`src/rtl/image_write.sv`:
```
// image_write: sink for the dual-pixel video stream. Each accepted pair is
// written to the frame memory in BGR byte order. Rows are stored bottom-up,
// as BMP expects. Frame completion and protocol errors are flagged.
//
// Ports
//   HCLK, HRESETn         clock, asynchronous active-low reset
//   VSYNC                 one-cycle start-of-frame pulse
//   HSYNC                 pixel-pair valid strobe
//   DATA_{R,G,B}0         even (left) pixel of the pair
//   DATA_{R,G,B}1         odd (right) pixel of the pair
//   wr_en/addr/data       frame-memory write port, one cycle after acceptance
//   write_done            level, frame fully written
//   frame_err             sticky protocol error, cleared only by reset
//   pair_cnt              pairs accepted in the current frame (saturating)
//
// State | meaning
// IDLE  | after reset, waiting for the first VSYNC; HSYNC ignored
// RECV  | accepting pairs of the current frame
// DONE  | frame complete; HSYNC is an error, VSYNC starts a new frame
//
// The pair count must reach WIDTH*HEIGHT/2, so ADDR_W needs to hold that
// value as well as the highest address.
module image_write #(
  parameter int WIDTH  = 768,
  parameter int HEIGHT = 512,
  parameter int ADDR_W = 18
) (
  input  logic              HCLK,
  input  logic              HRESETn,
  input  logic              VSYNC,
  input  logic              HSYNC,
  input  logic [7:0]        DATA_R0,
  input  logic [7:0]        DATA_G0,
  input  logic [7:0]        DATA_B0,
  input  logic [7:0]        DATA_R1,
  input  logic [7:0]        DATA_G1,
  input  logic [7:0]        DATA_B1,
  output logic              wr_en,
  output logic [ADDR_W-1:0] wr_addr,
  output logic [47:0]       wr_data,
  output logic              write_done,
  output logic              frame_err,
  output logic [ADDR_W-1:0] pair_cnt
);

  typedef enum logic [1:0] {ST_IDLE, ST_RECV, ST_DONE} state_t;

  localparam logic [ADDR_W-1:0] HALF_W   = ADDR_W'(WIDTH / 2);
  localparam logic [ADDR_W-1:0] LAST_COL = ADDR_W'(WIDTH / 2 - 1);
  localparam logic [ADDR_W-1:0] LAST_ROW = ADDR_W'(HEIGHT - 1);
  localparam logic [ADDR_W-1:0] TOP_BASE = ADDR_W'((HEIGHT - 1) * (WIDTH / 2));
  localparam logic [ADDR_W-1:0] TOTAL    = ADDR_W'((WIDTH / 2) * HEIGHT);

  state_t              state_q, state_d;
  logic [ADDR_W-1:0]   col_q, col_d;
  logic [ADDR_W-1:0]   row_q, row_d;
  logic [ADDR_W-1:0]   base_q, base_d;
  logic                wr_en_q, wr_en_d;
  logic [ADDR_W-1:0]   wr_addr_q, wr_addr_d;
  logic [47:0]         wr_data_q, wr_data_d;
  logic                done_q, done_d;
  logic                err_q, err_d;
  logic [ADDR_W-1:0]   cnt_q, cnt_d;

  always_ff @(posedge HCLK or negedge HRESETn) begin
    if (!HRESETn) begin
      state_q   <= ST_IDLE;
      col_q     <= '0;
      row_q     <= '0;
      base_q    <= TOP_BASE;
      wr_en_q   <= 1'b0;
      wr_addr_q <= '0;
      wr_data_q <= '0;
      done_q    <= 1'b0;
      err_q     <= 1'b0;
      cnt_q     <= '0;
    end else begin
      state_q   <= state_d;
      col_q     <= col_d;
      row_q     <= row_d;
      base_q    <= base_d;
      wr_en_q   <= wr_en_d;
      wr_addr_q <= wr_addr_d;
      wr_data_q <= wr_data_d;
      done_q    <= done_d;
      err_q     <= err_d;
      cnt_q     <= cnt_d;
    end
  end

  always_comb begin
    state_d   = state_q;
    col_d     = col_q;
    row_d     = row_q;
    base_d    = base_q;
    wr_en_d   = 1'b0;
    wr_addr_d = wr_addr_q;
    wr_data_d = wr_data_q;
    done_d    = done_q;
    err_d     = err_q;
    cnt_d     = cnt_q;

    // VSYNC beats HSYNC in every state: any pair in the same cycle is dropped.
    if (VSYNC) begin
      if (state_q == ST_RECV) err_d = 1'b1;
      state_d = ST_RECV;
      col_d   = '0;
      row_d   = '0;
      base_d  = TOP_BASE;
      cnt_d   = '0;
      done_d  = 1'b0;
    end else begin
      case (state_q)
        ST_RECV: begin
          if (HSYNC) begin
            wr_en_d   = 1'b1;
            // base holds (HEIGHT-1-row)*WIDTH/2, so no multiplier is needed
            wr_addr_d = base_q + col_q;
            wr_data_d = {DATA_B1, DATA_G1, DATA_R1, DATA_B0, DATA_G0, DATA_R0};
            cnt_d     = (cnt_q == TOTAL) ? cnt_q : cnt_q + 1'b1;
            if (col_q == LAST_COL) begin
              col_d = '0;
              if (row_q == LAST_ROW) begin
                state_d = ST_DONE;
              end else begin
                row_d  = row_q + 1'b1;
                base_d = base_q - HALF_W;
              end
            end else begin
              col_d = col_q + 1'b1;
            end
          end
        end
        ST_DONE: begin
          // done rises the cycle after the final write is presented
          done_d = 1'b1;
          if (HSYNC) err_d = 1'b1;
        end
        default: ;
      endcase
    end
  end

  assign wr_en      = wr_en_q;
  assign wr_addr    = wr_addr_q;
  assign wr_data    = wr_data_q;
  assign write_done = done_q;
  assign frame_err  = err_q;
  assign pair_cnt   = cnt_q;

endmodule

```
`config.mk`:
```
export PLATFORM = sky130hd
export DESIGN_NAME = image_write
export DESIGN_NICKNAME = d
export VERILOG_FILES = /design/src/rtl/image_write.sv
export SDC_FILE = /design/constraint.sdc
export NUM_CORES = 1
export LEC_CHECK = 0
export ABC_AREA = 1
export BUFFER_PORTS_ARGS = -buffer_cell sky130_fd_sc_hd__buf_2
export CAP_MARGIN = 20
export CORE_MARGIN = 2
export CORE_UTILIZATION = 45
export DETAILED_ROUTE_END_ITERATION = 12
export PLACE_DENSITY = 0.69
export SYNTH_ARGS = -nofsm -noshare
export SYNTH_HDL_FRONTEND = slang
export SYNTH_SLANG_ARGS = --single-unit
```
`constraint.sdc`:
```
create_clock -name HCLK -period 1.6 [get_ports HCLK]
set_input_delay 0.16 -clock HCLK [delete_from_list [all_inputs] [get_ports HCLK]]
set_output_delay 0.16 -clock HCLK [all_outputs]
set_load 0.005 [all_outputs]
```
==> impl_metrics.ini <==
[yosys]
seq_area_frac_synth_pct = 45.1
yosys-top-cells-area = sky130_fd_sc_hd__dfrtp_1 (42%), sky130_fd_sc_hd__nand2_1 (18%), sky130_fd_sc_hd__nand3_1 (5.4%), sky130_fd_sc_hd__nor2_1 (4.5%), sky130_fd_sc_hd__inv_1 (3.8%)
distinct_cells_synth = 41
number_of_flops_mapped_to_enable_cells_by_yosys = 0
syn_area_per_cell_um2 = 7.51
postSynthCellCount = 1008
synthDominantAreaCellType = sky130_fd_sc_hd__dfrtp_1
ys_seq_elements = 136
async_flop_share_pct = 100
cell_area_after_synthesis_mm2 = 0.00757
synth_nets = 1076
yosysWarnings = 0
dominantRegCellSynth = sky130_fd_sc_hd__dfrtp_1
synth_top_cell_area_share_pct = 42.0

[global_routing]
grt_max_degree = 73
aggregate_global_route_resource_usage_pct = 22.5
grt_antenna_before_repair = 1
global_route_wire_length_before_repair_mm = 33.1
globalRoute.totalOverflow = 0
number_of_global_route_vias_before_repair = 7133

[die]
fp-row-count = 47
die-height_um = 134
dieWidth_um = 134
initial_utilization_pct = 45.8
core_mm2 = 0.0165
overall_die_area_mm2 = 0.0179
floorplan.io_pins = 139

[setup_path]
worstSetupEndpoint = row_q[7]$_DFFE_PN0P_
critical_path_arrival_ns = 1.91
worstSetupEndpointType = register
path_class = reg -> reg
launching_element_type_of_the_critical_path = register
cp_max_fo = 15
ff2ff_setup_slack_ns = 0.0008
r2r_end = row_q[7]$_DFFE_PN0P_
worst_case_reg_to_reg_path_depth = 9
worstPathRequired_ns = 1.91
critPathLaunch = row_q[0]$_DFFE_PN0P_
r2r-start = row_q[0]$_DFFE_PN0P_

[final_layout]
multi_input_area_mm2 = 0.00399
syn2layout_area_growth_pct = 42.0
stdcell_count = 1530
sequential_cell_area_mm2 = 0.00342
nets = 1364
fill_cells = 1356
post_route_cells_drive_above_1_share_pct = 32.1

[placement]
port_buffers = 138
dpl.hpwl_mm = 13.8
dp_cells = 1430
dp_worst_setup_slack_ns = -0.00516
gp_routability_congestion = 0.879

[min_path]
worst_hold_path_type = in -> reg

[pwr]
leakage_nw = 5.44
p_per_area_mw_per_mm2 = 934
irDropWorstVdd_uv = 735
totalPowerFinal_mw = 10.0

[detailed_routing]
drt_pass1_iterations = 5
drt_wl_total_mm = 20.6
detail_route.drc_violations = 0
drtIter0Drc = 509
vias = 7606
antenna_violating_nets_post_route = 0
avgRoutedWirePerCell_um = 13.5
routed_via_density = 4.97

[timing]
rsz_0062_raised_after_global_routing = yes
total_count_of_hold_check_failures_in_the_final_report = 0
setup_viol_count_final = 0
minimum_clock_period_ns = 1.60
final-max-slew-violation-count = 0
max_freq_mhz = 625
fin_setup_tns_ns = 0
fin_skew_ns = 0.00863
post_route_worst_setup_slack_ns = 0.000778
worst_hold_margin_ns = 0.0561
timing.final.crit_share_pct = 100

[clock_network]
clk_root_buffer_cell = sky130_fd_sc_hd__clkbuf_16
ctsHtreeMaxLevel = 4
clock_path_buffers = 2
tritoncts = built
cts.sink_count = 136
cts.clk_slew.worst_paths_ns = 0.06
tritoncts.num_buffers = 17
clock_insertion_delay_worst_skew_ns = 0.42

[run_status]
status = finished, final reports clean

[job]
max-cap-violations = 0
[worst min path at each step]
stage,from,to,slack [ns],cells past startpoint
global route,HSYNC,frame_err$_DFFE_PN0P_,0.07,3
finish,HSYNC,frame_err$_DFFE_PN0P_,0.06,3
CTS,HSYNC,frame_err$_DFFE_PN0P_,0.03,3
detailed placement,HRESETn,wr_data[20]$_DFFE_PN0P_,0.04,1
global placement,HRESETn,wr_data[20]$_DFFE_PN0P_,0.04,1
floorplan,HRESETn,base_q[16]$_DFFE_PN0P_,-0.14,0
[layout make-up]
cell class              instances  area share (%)
well taps                     220            2.56
diodes                          1          0.0233
inverters                      81            2.83
flip-flops and latches        136            31.9
clock buffers                  17            3.96
clock inverters                15            1.41
multi-input cells             764            37.1
repair buffers                296            20.3
[layout by cell type (no fill, tap or decap), types with 10 or more instances in the layout]
| cell | instances |
|---|---|
| sky130_fd_sc_hd__nor2_2 | 11 |
| sky130_fd_sc_hd__buf_12 | 10 |
| sky130_fd_sc_hd__nand3_1 | 77 |
| sky130_fd_sc_hd__nor2_1 | 79 |
| sky130_fd_sc_hd__nand2_4 | 14 |
| sky130_fd_sc_hd__o21ai_0 | 32 |
| sky130_fd_sc_hd__nand2_2 | 30 |
| sky130_fd_sc_hd__nand4_1 | 22 |
| sky130_fd_sc_hd__clkbuf_16 | 19 |
| sky130_fd_sc_hd__inv_1 | 73 |
| sky130_fd_sc_hd__a21oi_1 | 13 |
| sky130_fd_sc_hd__dlygate4sd3_1 | 49 |
| sky130_fd_sc_hd__buf_4 | 94 |
| sky130_fd_sc_hd__o21ai_2 | 25 |
| sky130_fd_sc_hd__buf_2 | 137 |
| sky130_fd_sc_hd__nand2_1 | 359 |
| sky130_fd_sc_hd__dfrtp_1 | 121 |
| sky130_fd_sc_hd__nor3_1 | 14 |
[flip-flops by register name, summed over array words and instances, names as in the netlist]
signal and cells:
col_q 18, row_q 18, wr_addr 18, state_q 2
pair_cnt 18, write_done 1, wr_data 48, frame_err 1
base_q 11, wr_en 1
[report_power, final]
part	switching, mW	internal (mW)
clock	1.66	2.20
combinational	1.06	0.999
sequential	0.259	3.85
total	2.98	7.05
[critical path, cell delays in order, from the launching register on]
cell                      delay (ns)
sky130_fd_sc_hd__dfrtp_1        0.39
sky130_fd_sc_hd__ha_2           0.19
sky130_fd_sc_hd__nand2_2        0.08
sky130_fd_sc_hd__nor2_4         0.05
sky130_fd_sc_hd__and2_4         0.17
sky130_fd_sc_hd__nand3_4        0.11
sky130_fd_sc_hd__nand3_4        0.18
sky130_fd_sc_hd__buf_12         0.21
sky130_fd_sc_hd__nand2_2        0.06
sky130_fd_sc_hd__o21ai_2        0.04
[through the flow]
| stage | instance area (um2) | util (%) |
|---|---|---|
| 6_report | 10700 | 65.0 |
| 5_1_grt | 10700 | 65.0 |
| 4_1_cts | 10300 | 62.3 |
| 3_5_place_dp | 9180 | 55.6 |
| 3_3_place_gp | 9180 | 55.6 |
| 2_1_floorplan | 7570 | - |
[repair_timing]
action                                  CTS  global route
endpoints found under the hold margin   175             0
gates resized for setup                   9            72
hold buffers                             49             0
endpoints found under the setup margin   24           123
buffers inserted                          0            15
pin swaps                                 1            10
gates cloned                              0             3
[kinds of logic (layout without fill, tap and decap cells)]
logic type               Yosys count  in the layout  synth area share, %
AO/OA/AOI/OAI                     93             93                 7.81
XOR/XNOR                          13             13                 1.50
adder cells (fa/ha/maj)           16             16                 2.65
buffers and inverters            109            409                 6.05
flip-flops                       136            136                 45.1
other                              1              2               0.0496
AND/OR/NAND/NOR                  640            641                 36.8
[cells in the mapped netlist (4+ instances only)]
| master | number |
|---|---|
| sky130_fd_sc_hd__nand2_1 | 372 |
| sky130_fd_sc_hd__dfrtp_1 | 127 |
| sky130_fd_sc_hd__nor2_1 | 90 |
| sky130_fd_sc_hd__nand3_1 | 82 |
| sky130_fd_sc_hd__inv_1 | 77 |
| sky130_fd_sc_hd__o21ai_0 | 35 |
| sky130_fd_sc_hd__nand2_2 | 28 |
| sky130_fd_sc_hd__o21ai_2 | 25 |
| sky130_fd_sc_hd__nand4_1 | 22 |
| sky130_fd_sc_hd__a21oi_1 | 19 |
| sky130_fd_sc_hd__nor3_1 | 17 |
| sky130_fd_sc_hd__ha_1 | 16 |
| sky130_fd_sc_hd__clkbuf_1 | 13 |
| sky130_fd_sc_hd__buf_2 | 9 |
| sky130_fd_sc_hd__dfstp_2 | 9 |
| sky130_fd_sc_hd__xor2_1 | 9 |
| sky130_fd_sc_hd__o21bai_1 | 8 |
| sky130_fd_sc_hd__nand3b_1 | 6 |
| sky130_fd_sc_hd__buf_6 | 5 |
| sky130_fd_sc_hd__or2_2 | 5 |
| sky130_fd_sc_hd__inv_2 | 4 |
| sky130_fd_sc_hd__nand2_4 | 4 |
| sky130_fd_sc_hd__xnor2_1 | 4 |
[routing by layer]
| metal | global-route usage [%] | share of wire, % | vias up |
|---|---|---|---|
| li1 | - | - | 3809 |
| met1 | 30.0 | 45 | 3536 |
| met2 | 36.9 | 48 | 225 |
| met3 | 4.38 | 5.5 | 36 |
| met4 | 7.98 | 2.2 | 0 |
| met5 | 0 | 0 | - |
Power figures use the tool's default switching activity.
